[src/rtl/uart_pkg.sv]
// ---------------------------------------------------------------------------
// uart_pkg : shared UART receiver types, defaults and bit-timing helper.  Rev 1.0
// ---------------------------------------------------------------------------
`default_nettype none

package uart_pkg;

  typedef enum logic [1:0] {
    UART_IDLE  = 2'd0,
    UART_START = 2'd1,
    UART_DATA  = 2'd2,
    UART_STOP  = 2'd3
  } uart_state_e;

  localparam int UART_CLK_FREQ  = 50_000_000;
  localparam int UART_DATA_BITS = 8;

  // Rounded to nearest so the accumulated sampling drift stays symmetric.
  function automatic int uart_clks_per_bit(input int clk_freq, input int baud);
    return (clk_freq + baud / 2) / baud;
  endfunction

endpackage

`default_nettype wire

[src/rtl/uart_rx_fifo.sv]
// ---------------------------------------------------------------------------
// uart_rx_fifo : byte FIFO, single push port, N-byte pop window.  Rev 1.0
// ---------------------------------------------------------------------------
`default_nettype none

module uart_rx_fifo
  import uart_pkg::*;
#(
  parameter int DEPTH = 4,
  parameter int N     = 4
) (
  input  logic                     clk,
  input  logic                     rstn,
  input  logic                     i_push,
  input  logic [7:0]               i_push_data,
  input  logic [$clog2(N+1)-1:0]   i_pop,
  output logic [N-1:0][7:0]        o_data,
  output logic [$clog2(N+1)-1:0]   o_can_pop
);

  localparam int PTR_W = (DEPTH > 1) ? $clog2(DEPTH) : 1;
  localparam int CNT_W = $clog2(DEPTH + 1);
  localparam int POP_W = $clog2(N + 1);

  logic [7:0]       r_mem [DEPTH];
  logic [PTR_W-1:0] r_rd;
  logic [CNT_W-1:0] r_count;

  logic [POP_W-1:0] w_pop_eff;
  logic [PTR_W-1:0] w_wr;
  logic             w_push_ok;
  int               w_after_pop;

  // Operands never exceed 2*DEPTH-1, so one conditional subtract wraps any DEPTH.
  function automatic logic [PTR_W-1:0] wrap_idx(input int a);
    int r;
    r = (a >= DEPTH) ? a - DEPTH : a;
    return r[PTR_W-1:0];
  endfunction

  always_comb begin
    o_can_pop   = (int'(r_count) < N) ? POP_W'(r_count) : POP_W'(N);
    w_pop_eff   = (i_pop < o_can_pop) ? i_pop : o_can_pop;
    w_after_pop = int'(r_count) - int'(w_pop_eff);
    w_push_ok   = i_push && (w_after_pop < DEPTH);
    w_wr        = wrap_idx(int'(r_rd) + int'(r_count));
    for (int k = 0; k < N; k++) begin
      o_data[k] = r_mem[wrap_idx(int'(r_rd) + k)];
    end
  end

  always_ff @(posedge clk or negedge rstn) begin
    if (!rstn) begin
      r_rd    <= '0;
      r_count <= '0;
      for (int i = 0; i < DEPTH; i++) begin
        r_mem[i] <= '0;
      end
    end else begin
      if (w_push_ok) begin
        r_mem[w_wr] <= i_push_data;
      end
      r_rd    <= wrap_idx(int'(r_rd) + int'(w_pop_eff));
      r_count <= CNT_W'(w_after_pop + (w_push_ok ? 1 : 0));
    end
  end

endmodule

`default_nettype wire

[src/rtl/uart_rx.sv]
// ---------------------------------------------------------------------------
// uart_rx : 8N1 oversampling receiver feeding a multi-pop byte FIFO.  Rev 1.0
// ---------------------------------------------------------------------------
`default_nettype none

module uart_rx
  import uart_pkg::*;
#(
  parameter int boadrate = 115200,
  parameter int CLK_FREQ = UART_CLK_FREQ,
  parameter int DEPTH    = 4,
  parameter int N        = 4
) (
  input  logic                     clk,
  input  logic                     rstn,
  input  logic                     rx,
  output logic [N-1:0][7:0]        data,
  input  logic [$clog2(N+1)-1:0]   pop,
  output logic [$clog2(N+1)-1:0]   can_pop
);

  localparam int CLKS_PER_BIT = uart_clks_per_bit(CLK_FREQ, boadrate);
  localparam int HALF         = CLKS_PER_BIT / 2;
  localparam int CNT_W        = $clog2(CLKS_PER_BIT);

  localparam logic [1:0] S_IDLE  = UART_IDLE;
  localparam logic [1:0] S_START = UART_START;
  localparam logic [1:0] S_DATA  = UART_DATA;
  localparam logic [1:0] S_STOP  = UART_STOP;

  logic [1:0]       r_sync;
  logic [1:0]       r_state;
  logic [CNT_W-1:0] r_cnt;
  logic [2:0]       r_idx;
  logic [7:0]       r_shift;
  logic             r_ferr;

  logic w_rx_s;
  logic w_bit_done;
  logic w_push;

  assign w_rx_s     = r_sync[1];
  assign w_bit_done = (r_cnt == CNT_W'(CLKS_PER_BIT - 1));
  // Push on the stop-sample edge itself so a following start edge is never missed.
  assign w_push     = (r_state == S_STOP) && !r_ferr && w_bit_done && w_rx_s;

  always_ff @(posedge clk or negedge rstn) begin
    if (!rstn) begin
      r_sync <= 2'b11;
    end else begin
      r_sync <= {r_sync[0], rx};
    end
  end

  always_ff @(posedge clk or negedge rstn) begin
    if (!rstn) begin
      r_state <= S_IDLE;
      r_cnt   <= '0;
      r_idx   <= '0;
      r_shift <= '0;
      r_ferr  <= 1'b0;
    end else begin
      case (r_state)
        S_IDLE: begin
          r_cnt <= '0;
          if (!w_rx_s) begin
            r_state <= S_START;
          end
        end
        S_START: begin
          if (r_cnt == CNT_W'(HALF - 1)) begin
            r_cnt   <= '0;
            r_idx   <= '0;
            r_state <= w_rx_s ? S_IDLE : S_DATA;
          end else begin
            r_cnt <= r_cnt + 1'b1;
          end
        end
        S_DATA: begin
          if (w_bit_done) begin
            r_cnt   <= '0;
            r_shift <= {w_rx_s, r_shift[7:1]};
            r_idx   <= r_idx + 1'b1;
            if (r_idx == 3'(UART_DATA_BITS - 1)) begin
              r_state <= S_STOP;
            end
          end else begin
            r_cnt <= r_cnt + 1'b1;
          end
        end
        S_STOP: begin
          if (r_ferr) begin
            if (w_rx_s) begin
              r_ferr  <= 1'b0;
              r_state <= S_IDLE;
            end
          end else if (w_bit_done) begin
            r_cnt <= '0;
            if (w_rx_s) begin
              r_state <= S_IDLE;
            end else begin
              r_ferr <= 1'b1;
            end
          end else begin
            r_cnt <= r_cnt + 1'b1;
          end
        end
        default: r_state <= S_IDLE;
      endcase
    end
  end

  uart_rx_fifo #(
    .DEPTH (DEPTH),
    .N     (N)
  ) u_fifo (
    .clk         (clk),
    .rstn        (rstn),
    .i_push      (w_push),
    .i_push_data (r_shift),
    .i_pop       (pop),
    .o_data      (data),
    .o_can_pop   (can_pop)
  );

endmodule

`default_nettype wire

[config.mk]
export PLATFORM = sky130hd
export DESIGN_NAME = uart_rx
export DESIGN_NICKNAME = d
export VERILOG_FILES = /design/src/rtl/uart_pkg.sv /design/src/rtl/uart_rx_fifo.sv /design/src/rtl/uart_rx.sv
export SDC_FILE = /design/constraint.sdc
export NUM_CORES = 1
export LEC_CHECK = 0
export BUFFER_PORTS_ARGS = -buffer_cell sky130_fd_sc_hd__buf_2
export CORE_AREA = 3 3 96 98
export DETAILED_ROUTE_END_ITERATION = 12
export DIE_AREA = 0 0 99 101
export HOLD_SLACK_MARGIN = 0.15
export SLEW_MARGIN = 20
export SYNTH_ARGS = -nofsm -noshare
export SYNTH_HDL_FRONTEND = slang
export SYNTH_SLANG_ARGS = --single-unit
[constraint.sdc]
create_clock -name clk -period 7.26 [get_ports clk]
set_input_delay 0.726 -clock clk [delete_from_list [all_inputs] [get_ports clk]]
set_output_delay 0.726 -clock clk [all_outputs]
set_load 0.05 [all_outputs]
* Word level (Yosys, flattened, before mapping)
Index checks and enable logic that the tools add are counted.
** Operators by class
- Reduce and logical (&&, ||, !) cells :: 11
- $lt $le $gt $ge :: 15
- Add/subtract/negate cells :: 15
- Muxes and demuxes :: 43
- Bitwise gates (word level) :: 5
- Equal/unequal tests :: 12
** Operator list (number)
- $mux 8 :: 9
- $bmux 8 s2 :: 4
- $pmux 9 s4 :: 1
- $bwmux 32 :: 1
- $mux 2 :: 14
- $mux 9 :: 3
- $ge 3x3->1 const B :: 8
- $demux 8 s2 :: 1
- $not 2->3 :: 5
- $mux 3 :: 4
- $sub 2x1->2 const B :: 6
- $ne 2x2->1 const B :: 5
- $add 9x1->9 const B :: 1
- $eq 9x8->1 const B :: 1
- $eq 9x9->1 const B :: 1
- $add 2x3->4 :: 2
- $ge 4x3->1 const B :: 2
- $pmux 2 s4 :: 1
- $add 2x2->3 const B :: 2
- $pmux 3 s2 :: 1
- $logic_and 1x1->1 :: 5
- $reduce_and 5->1 :: 1
- $eq 2x2->1 const B :: 2
- $lt 4x4->1 const B :: 1
- other kinds (17) :: 20
** Storage, ports and cells
- Output and inout port bits :: 35
- Bits in registers :: 62

* Longest topological paths before layout
Gate-level depths: netlist of the first run.
- Word-level depth :: 9
- Mapped depth :: 16
- Gate-level depth less buffers :: 15

* By module
Synthesis of the first run repeated with hierarchy kept, for this count alone.
** Second synthesis, totals
- Cells, all modules :: 282
- Area, all modules :: 3799.9 sq um
** Modules (own cells, without submodules)
- uart_rx_fifo :: sequential area each 925.9 sq um, cells an instance 156, area an instance 2487.4 sq um, instances 1
- uart_rx :: sequential area each 628.1 sq um, cells an instance 126, area an instance 1312.5 sq um, instances 1

* Least setup slack after synthesis of the first run
OpenSTA, ideal clock, no wires.
- Path kind :: input port to flip-flop
- Start point :: input port pop[1]
- End point :: register u_fifo.r_count[2]
- Cell stages on the path :: 13
- Setup time :: 126 ps
- Path slack :: 3760 ps
- Arrival :: 3374 ps
- Cell sequence :: ha_1 nor4b_1 o21bai_1 mux2_2 ha_1 inv_1 fa_1 a211oi_4 nor3_1 ha_1 ha_1 xor2_1 xnor2_1
** Between the ends
- Cells in the longest elaborated chain, start to end :: 7
** RTL lines
- start, declared :: line uart_rx.sv:18 : input logic [$clog2(N+1)-1:0] pop,
- $lt 3x3->1 :: line uart_rx_fifo.sv:43 : w_pop_eff = (i_pop < o_can_pop) ? i_pop : o_can_pop;
- $mux 3 (*) :: line uart_rx_fifo.sv:43
- $sub 3x3->4 (*) :: line uart_rx_fifo.sv:44 : w_after_pop = int'(r_count) - int'(w_pop_eff);
- $lt 4x4->1 :: line uart_rx_fifo.sv:45 : w_push_ok = i_push && (w_after_pop < DEPTH);
- $logic_and 1x1->1 :: line uart_rx_fifo.sv:45
- $mux 1 :: line uart_rx_fifo.sv:64 : r_count <= CNT_W'(w_after_pop + (w_push_ok ? 1 : 0));
- $add 3x3->3 (*) :: line uart_rx_fifo.sv:64
- end signal, assigned :: line uart_rx_fifo.sv:64
- end, declared :: line uart_rx_fifo.sv:27 : logic [CNT_W-1:0] r_count;
Mark *: on every way between the ends. The rest lies on a longest branch, timed or not.
A chain may end at the register's enable or synchronous reset.

* Worst setup path in the final report of the first run
- Start point :: register u_fifo.r_count[2]
- End point :: register u_fifo.r_mem[18] (netlist name)
** Between the ends
- Cells in the longest elaborated chain, start to end :: 9
- Elaborated cells between the ends (all ways) :: 17
- Classes of those cells :: add/sub (2); order compare (6); mux (6); bitwise (1); reduce/logical (2)
** RTL lines
- branches (longest 9 deep; another with $sub 3x3->4)
- end signal, assigned by index :: line uart_rx_fifo.sv:61 : r_mem[w_wr] <= i_push_data;
- end, declared :: line uart_rx_fifo.sv:25 : logic [7:0] r_mem [DEPTH];
Several ways; the timed one is not identified.

==> impl_metrics.ini, run 1 <==
[route]
drt_wl_total_um = 7110
antenna_left = 0
drc = 0
drt_first_pass_iters = 4
drt_iter0_markers = 65
routed_via_density = 5.79
via_count = 2511
wl_per_cell_um = 16.4

[placement]
numPortBuffers = 40
place_congestion = 0.789
dp_hpwl_um = 5090

[setup_path]
critPathKind = flop to flop
start_kind = flop
crit_arrival_ns = 3.88
worstReg2RegStart = u_fifo.r_count[2]$_DFF_PN0_
required_ns = 7.47
r2r_end = u_fifo.r_mem[18]$_DFFE_PN0P_
end_kind = flop
r2r_setup_slack_ns = 3.58
crit_path_max_fanout = 8
cp-startpoint = u_fifo.r_count[2]$_DFF_PN0_
reg2regPathDepth = 12
critPathCapture = u_fifo.r_mem[18]$_DFFE_PN0P_

[global_route]
grt_first_pass_wirelength_um = 12500
grt_max_degree = 63
track_usage_pct = 15.3
grt_pass1_vias = 2411
antenna_found_initial = 0
grt_overflow = 0

[final_layout]
final_common_cell = dfrtp_1
drive_gt1_share_pct = 43.3
num_antenna_cells = 0
syn2layout_area_growth_pct = 12.6
nNetsFinal = 343
final_cell_mix = dfrtp_1 (60), mux2_2 (40), buf_2 (40)

[logic_synthesis]
synth-main-ff-cell = dfrtp_1
synth_area_leaders = dfrtp_1 (40%), mux4_2 (19%), mux2_2 (12%)
async_reset_ff_share_pct = 100
yosys_warnings = 0
synth_area_um2 = 3790
synthesis.nets = 304
synth.avg_cell_area_um2 = 13.4
synthDistinctLibCells = 48
netlist.area_leader.share_pct = 39.6
synth_top_cell_by_area = dfrtp_1
synth_edf_count = 0
syn_inst = 282
ys_seq_elements = 62
yosysSeqAreaShare_pct = 41.0

[sta]
setup-violations-final = 0
fin_crit_sh_pct = 50.6
slew_violations = 0
rsz0062_at_grt = false
slew-limit-headroom_pct = 45.7
hold_violations = 0
setup_tns_ns = 0
worst_pin_slew_ns = 0.809
timing.fmax_mhz = 272
finClkSkew_ns = 0.00630
min_period_ns = 3.68

[clock_network]
postCtsSetupRepairBufs = 0
clkLatencyLatePin_ns = 0.33
ctsLongestPathBuffers = 2
cts_buffers = 9
htree_levels = 3
ctsRootBufferMaster = clkbuf_8
clk_pin_slew_worst_paths_ns = 0.07
postCtsHoldBufs = 0
cts.sinks = 62
tritoncts = done
cts_resized = 0

[die]
start_util_pct = 44.4
dieArea_um2 = 10000
pin_count = 41
die_y_um = 101
num_rows = 34
die_x_um = 99
coreArea_um2 = 8550

[job]
drv_cap = 0

[run_status]
status = complete, no violations

[power]
finalPower_mw = 1.08
peakVddDrop_mv = 0.131
p_per_area_nw_per_um2 = 253
p_leak_nw = 1.97

[worst_hold_path]
hold_path_class = flop to flop
==> sequential cells by signal, summed over array words and instances, names as in the netlist, named ones only <==
name / flops
r_cnt: 9
u_fifo.r_mem: 32
r_ferr: 1
r_sync: 2
r_idx: 3
r_state: 1
u_fifo.r_count: 3
r_shift: 8
u_fifo.r_rd: 2
==> critical path, stage by stage, from the launching register on <==
cell and delay [ns]:
dfrtp_1 0.44, inv_1 0.10, nand2_1 0.07, ha_1 0.20
nor4b_1 0.25, o21bai_1 0.15, mux2_2 0.26, ha_1 0.15
inv_1 0.05, fa_1 0.44, and3_1 0.31, nor4_4 0.71
mux2_2 0.42
==> synth_stat cells (all sizes together) (4+ instances only) <==
master   n
inv     12
nor4     5
mux4    32
clkbuf   4
buf     11
ha      15
xnor2    4
o211ai   6
nor3     4
a21oi    4
dfrtp   60
nor2     5
o21ai   13
nand4    5
mux2i    4
mux2    40
nand3    6
nand2   19
==> metrics by stage <==
stage / utilization [%] / instances / setup slack [ns] / hold WS (ns) / instance area (um^2)
after detailed placement: 47.7 / 418 / 3.34 / 0.347 / 4080
after global routing: 49.9 / 434 / 3.32 / 0.365 / 4270
after CTS: 49.9 / 434 / 3.56 / 0.365 / 4270
after global placement: 47.7 / 418 / 3.41 / 0.346 / 4080
after floorplan: - / 282 / 3.76 / 0.345 / 3790
final: 49.9 / 434 / 3.58 / 0.362 / 4270
==> cell families (layout without fill, tap and decap cells) <==
| kind of cell | after synthesis | count (layout) | share of synthesized area, % |
|---|---|---|---|
| DFF | 62 | 62 | 41.0 |
| and+or+nand+nor | 61 | 61 | 11.2 |
| xor gates and xnor gates | 7 | 7 | 1.62 |
| muxes | 76 | 76 | 31.9 |
| adders and majority gates | 16 | 16 | 5.48 |
| AOI/OAI and AO/OA | 33 | 33 | 5.71 |
| buffers and inverters | 27 | 71 | 3.07 |
==> metal layers <==
| metal | track usage (%) | share of wire (%) | up-vias |
|---|---|---|---|
| met3 | 3.53 | 4.7 | 6 |
| met2 | 23.3 | 47 | 52 |
| met4 | 3.89 | 0.77 | 0 |
| met5 | 0 | 0 | - |
| li1 | - | - | 1170 |
| met1 | 22.3 | 47 | 1283 |
==> worst min path at each step <==
stage                             start                   to  slack, ns  cells after the start
finish              r_sync[0]$_DFF_PN1_  r_sync[1]$_DFF_PN1_       0.36                      0
global route        r_sync[0]$_DFF_PN1_  r_sync[1]$_DFF_PN1_       0.36                      0
CTS                 r_sync[0]$_DFF_PN1_  r_sync[1]$_DFF_PN1_       0.36                      0
detailed placement  r_sync[0]$_DFF_PN1_  r_sync[1]$_DFF_PN1_       0.35                      0
global placement    r_sync[0]$_DFF_PN1_  r_sync[1]$_DFF_PN1_       0.35                      0
floorplan           r_sync[0]$_DFF_PN1_  r_sync[1]$_DFF_PN1_       0.35                      0
==> area by class of cell <==
| type | count | area (um^2) |
|---|---|---|
| multi-input cells | 193 | 2120 |
| repair buffers | 43 | 223 |
| flip-flops and latches | 62 | 1550 |
| clock buffers | 10 | 128 |
| inverters | 12 | 45.0 |
| well taps | 108 | 135 |
| fillers | 745 | 4280 |
| clock inverters | 6 | 62.6 |
==> power breakdown <==
group          switching [mW]  total [mW]  internal [mW]
Clock                   0.136       0.294          0.158
Sequential             0.0142       0.377          0.363
Combinational           0.248       0.411          0.163
Power figures use the tool's default switching activity.
==> run 2, diff against run 1 <==
Clock period 7.26 ns to 3.7 ns, I/O delays scaled along.
==> run 2 against run 1 <==
  * Clock-buffer cell count stayed put
  * Die area did not move
  * Cell area up 1.8%
  * Register-to-register slack worse by 3.2 ns
  * Sequential power rose by 99%
  * Largest power group unchanged
  * Sequential share of layout area shrank 0.64 points
  * Via count rose by 0.56%
  * Worst setup slack got worse by 3.2 ns
  * Combinational power up 100%
  * Worst hold slack got worse by 0.21 ns
==> impl_metrics.ini, run 2 (synthesis results as in run 1) <==
[setup_path]
crit_arrival_ns = 3.61
r2r_setup_slack_ns = 0.34
required_ns = 3.95
critPathKind = flop to flop
end_kind = flop
start_kind = flop
crit_path_max_fanout = 6

[power]
netSwitchingFraction_pct = 35.7
pwr-share-comb_pct = 37.1
power_frac_seq_pct = 33.7
pwr-share-clk_pct = 29.2
p_sw_uw = 794
intPower_mw = 1.43
p_leak_nw = 2.00
finalPower_mw = 2.22
p_per_area_nw_per_um2 = 512
peakVddDrop_mv = 0.378

[route]
antenna_left = 0
drt_iter0_markers = 92
drc = 0
routed_via_density = 5.74
wl_per_cell_um = 15.8
drt_first_pass_iters = 4
via_count = 2525
drt_wl_total_um = 6970

[placement]
dp_hpwl_um = 5060
place_congestion = 0.804
numPortBuffers = 40

[final_layout]
largestRegisters = u_fifo.r_mem (32), r_cnt (9), r_shift (8)
regMostFlops = u_fifo.r_mem
final_common_cell = dfrtp_1
nNetsFinal = 349
final_cell_mix = dfrtp_1 (60), mux2_2 (40), buf_2 (40)
fillers = 769
largest_register_ffs = 32
regArea_um2 = 1550
drive_gt1_share_pct = 44.3
multi_input_area_um2 = 2130
syn2layout_area_growth_pct = 14.6
num_antenna_cells = 0

[global_route]
grt_max_degree = 40
grt_overflow = 0
track_usage_pct = 14.5
grt_pass1_vias = 2329
antenna_found_initial = 0
grt_first_pass_wirelength_um = 11800

[worst_hold_path]
hold_path_class = input port to async pin

[sta]
worst_pin_slew_ns = 0.921
timing.fmax_mhz = 298
fin_crit_sh_pct = 90.7
hold_violations = 0
rsz0062_at_grt = false
setup_tns_ns = 0
setup-violations-final = 0
finClkSkew_ns = 0.00984
slew-limit-headroom_pct = 38.2
slew_violations = 0
min_period_ns = 3.36

[clock_network]
clkLatencyLatePin_ns = 0.33
htree_levels = 3
cts.sinks = 62
ctsLongestPathBuffers = 2
postCtsSetupRepairBufs = 0
cts_buffers = 9
ctsRootBufferMaster = clkbuf_8
tritoncts = done
clk_pin_slew_worst_paths_ns = 0.07

[die]
coreArea_um2 = 8550
dieArea_um2 = 10000
die_x_um = 99
start_util_pct = 44.4
die_y_um = 101
pin_count = 41
num_rows = 34

[job]
drv_cap = 0

[run_status]
status = complete, no violations
==> run 2: power by group through the flow <==
stage,Combinational (mW),Sequential [mW],Clock [mW]
2_1_floorplan,0.712,0.748,0
3_3_place_gp,0.819,0.762,0
3_5_place_dp,0.831,0.764,0
4_1_cts,0.838,0.751,0.668
5_1_grt,0.910,0.756,0.703
6_report,0.824,0.750,0.649
==> run 2: final timing paths <==
path | end | startpoint | cells after the start
setup / recovery | u_fifo.r_count[2]$_DFF_PN0_ | u_fifo.r_count[2]$_DFF_PN0_ | 15
hold / removal | u_fifo.r_mem[29]$_DFFE_PN0P_ | rstn | 1
setup reg to reg | u_fifo.r_count[2]$_DFF_PN0_ | u_fifo.r_count[2]$_DFF_PN0_ | 15
hold reg to reg | r_sync[1]$_DFF_PN1_ | r_sync[0]$_DFF_PN1_ | 0
max in group asynchronous | r_sync[1]$_DFF_PN1_ | rstn | 2
min in group clk | r_sync[1]$_DFF_PN1_ | r_sync[0]$_DFF_PN1_ | 0
==> run 2: metrics by stage <==
| step | std cells | util [%] | setup WS, ns | instance area (um^2) | hold slack [ns] |
|---|---|---|---|---|---|
| 6_report | 440 | 50.8 | 0.343 | 4350 | 0.154 |
| 5_1_grt | 440 | 50.8 | 0.0596 | 4350 | 0.211 |
| 4_1_cts | 440 | 50.8 | 0.147 | 4340 | 0.176 |
| 3_5_place_dp | 423 | 48.1 | 0.240 | 4120 | 0.347 |
| 3_3_place_gp | 423 | 48.1 | 0.313 | 4120 | 0.346 |
| 2_1_floorplan | 282 | - | 0.302 | 3790 | 0.0744 |
==> run 2: layout make-up <==
type,count,share of cell area [%]
repair buffers,49,6.22
multi-input cells,193,48.9
well taps,108,3.11
clock buffers,10,2.94
flip-flops and latches,62,35.8
inverters,12,1.04
clock inverters,6,1.99
==> run 2: layer usage <==
metal / global-route usage (%) / wire length (um) / up-vias
met1: 21.9 / 3350 / 1286
met5: 0 / 0 / -
met2: 21.4 / 3260 / 54
li1: - / - / 1181
met3: 2.70 / 307 / 4
met4: 4.41 / 48 / 0
==> run 2: what timing repair did <==
action / in CTS / in global routing
hold buffers: 1 / 0
endpoints found under the setup margin: 0 / 17
endpoints found under the hold margin: 1 / 0
gates resized for setup: 0 / 2
==> run 2: worst max-delay path, stage by stage (launching register included) <==
cell      delay (ns)
dfrtp_1         0.44
inv_1           0.10
nand2_1         0.07
ha_1            0.20
nor4b_1         0.23
o21bai_1        0.15
mux2_2          0.26
ha_1            0.15
inv_1           0.05
fa_1            0.47
and3_4          0.24
nor3_1          0.23
ha_1            0.19
ha_1            0.16
xor2_1          0.18
xnor2_1         0.14
==> run 3, diff against run 2 <==
Settings changed: REMOVE_ABC_BUFFERS set to 1, SETUP_SLACK_MARGIN set to 0.5.
==> run 3 against run 2 <==
  * Fmax is 5.9% higher
  * Die area did not move
  * Core utilization grew 3.5 points
  * Critical endpoint is now u_fifo.r_mem[22]$_DFFE_PN0P_
  * Sequential cell count unchanged
  * Clock-buffer cell count is 1 lower
  * First-iteration DRC count is 17% lower
  * Via count rose by 2.0%
  * Register-to-register slack improved by 0.19 ns
  * Combinational power rose by 20%
  * Worst hold slack improved by 0.20 ns
==> impl_metrics.ini, run 3 (synthesis results as in run 1) <==
[clock_network]
cts_buffers = 9
cts.sinks = 62
clkLatencyLatePin_ns = 0.34
ctsLongestPathBuffers = 2
tritoncts = done
htree_levels = 3
ctsRootBufferMaster = clkbuf_8
clk_pin_slew_worst_paths_ns = 0.08

[setup_path]
end_kind = flop
crit_arrival_ns = 3.40
cp-startpoint = u_fifo.r_count[2]$_DFF_PN0_
crit_path_max_fanout = 4
reg2regPathDepth = 13
worstReg2RegStart = u_fifo.r_count[2]$_DFF_PN0_
critPathKind = flop to flop
required_ns = 3.93
r2r_setup_slack_ns = 0.53
r2r_end = u_fifo.r_mem[22]$_DFFE_PN0P_
critPathCapture = u_fifo.r_mem[22]$_DFFE_PN0P_
start_kind = flop

[route]
drt_iter0_markers = 76
drt_first_pass_iters = 4
drt_wl_total_um = 7740
routed_via_density = 5.70
antenna_left = 0
via_count = 2576
wl_per_cell_um = 17.1
drc = 0

[die]
die_y_um = 101
pin_count = 41
num_rows = 34
start_util_pct = 44.4
dieArea_um2 = 10000
die_x_um = 99
coreArea_um2 = 8550

[final_layout]
num_antenna_cells = 0
fillers = 707
syn2layout_area_growth_pct = 22.4
regMostFlops = u_fifo.r_mem
final_cell_mix = dfrtp_1 (58), buf_2 (40), mux4_2 (32)
largest_register_ffs = 32
nNetsFinal = 361
final_common_cell = dfrtp_1
largestRegisters = u_fifo.r_mem (32), r_cnt (9), r_shift (8)
drive_gt1_share_pct = 49.4

[power]
pwr-share-clk_pct = 28.5
pwr-share-comb_pct = 40.7
peakVddDrop_mv = 0.747
netSwitchingFraction_pct = 36.6
intPower_mw = 1.53
p_sw_uw = 886
p_per_area_nw_per_um2 = 522
p_leak_nw = 2.10
finalPower_mw = 2.42
power_frac_seq_pct = 30.8

[worst_hold_path]
hold_path_class = flop to flop

[global_route]
grt_overflow = 0
antenna_found_initial = 0
grt_first_pass_wirelength_um = 12600
grt_max_degree = 35
track_usage_pct = 15.9
grt_pass1_vias = 2367

[sta]
worst_pin_slew_ns = 0.792
slew_violations = 0
rsz0062_at_grt = true
slew-limit-headroom_pct = 47.2
hold_violations = 0
setup_tns_ns = 0
holdWs_ns = 0.358
fin_crit_sh_pct = 85.7
finClkSkew_ns = 0.00851
setup-violations-final = 0
timing.fmax_mhz = 315
min_period_ns = 3.17

[placement]
dp_hpwl_um = 5240
numPortBuffers = 40
place_congestion = 0.762

[run_status]
status = complete, no violations

[job]
drv_cap = 0
[run 3: cell count changes in the layout (fill, tap and decap cells not counted), moves of 3 or more]
| cell | previous run | this run |
|---|---|---|
| mux2_2 | 40 | 17 |
| mux2_4 | 0 | 23 |
| buf_4 | 8 | 13 |
| buf_6 | 0 | 5 |
| inv_6 | 0 | 3 |
[run 3: stage by stage]
step | utilization, % | cells | area [um^2] | setup WS, ns
2_1_floorplan | - | 267 | 3720 | 0.0530
3_3_place_gp | 48.4 | 426 | 4140 | 0.290
5_1_grt | 54.3 | 452 | 4640 | 0.426
3_5_place_dp | 48.4 | 426 | 4140 | 0.175
6_report | 54.3 | 452 | 4640 | 0.530
4_1_cts | 52.0 | 448 | 4450 | 0.504
[run 3: layout make-up]
class / instances / area, um^2 / share of cell area, %
Multi-Input combinational cell: 193 / 2280 / 49.2
Sequential cell: 62 / 1560 / 33.5
Inverter: 12 / 45.0 / 0.971
Timing Repair Buffer: 61 / 394 / 8.49
Tap cell: 108 / 135 / 2.91
Clock buffer: 9 / 124 / 2.67
Clock inverter: 7 / 104 / 2.24
[run 3: worst min path at each step]
stage,slack [ns],to,depth (start not counted),start
after floorplan,0.07,async pin,0,rstn
after global placement,0.35,r_sync[1]$_DFF_PN1_,0,r_sync[0]$_DFF_PN1_
after detailed placement,0.35,r_sync[1]$_DFF_PN1_,0,r_sync[0]$_DFF_PN1_
after CTS,0.36,r_sync[1]$_DFF_PN1_,0,r_sync[0]$_DFF_PN1_
after global routing,0.37,r_sync[1]$_DFF_PN1_,0,r_sync[0]$_DFF_PN1_
final,0.36,r_sync[1]$_DFF_PN1_,0,r_sync[0]$_DFF_PN1_
[run 3: power groups by stage]
stage          logic, mW  registers, mW  clock network [mW]
2_1_floorplan      0.532          0.895                   0
3_3_place_gp       0.822          0.756                   0
3_5_place_dp       0.830          0.758                   0
4_1_cts            0.918          0.743               0.705
5_1_grt             1.07          0.748               0.739
6_report           0.986          0.745               0.689
[run 3: worst max-delay path: stages (launching register included)]
cell,delay [ns]
dfrtp_2,0.43
buf_4,0.16
ha_1,0.29
o21ai_1,0.07
o21bai_1,0.21
buf_4,0.17
mux2i_4,0.26
ha_1,0.27
nand2b_1,0.12
a211oi_4,0.09
buf_6,0.15
nor4_4,0.31
buf_4,0.20
mux2_2,0.33
[run 3: repair_timing]
action,CTS,global route
buffers inserted,4,4
pin swaps,2,12
hold buffers,2,0
endpoints found under the setup margin,34,33
endpoints found under the hold margin,32,0
resized for setup,9,38
[run 3: per-layer routing]
layer / global-route usage, % / routed length, um
met1: 23.6 / 3810
met2: 23.2 / 3570
met5: 0 / 0
met3: 2.70 / 209
met4: 6.20 / 144
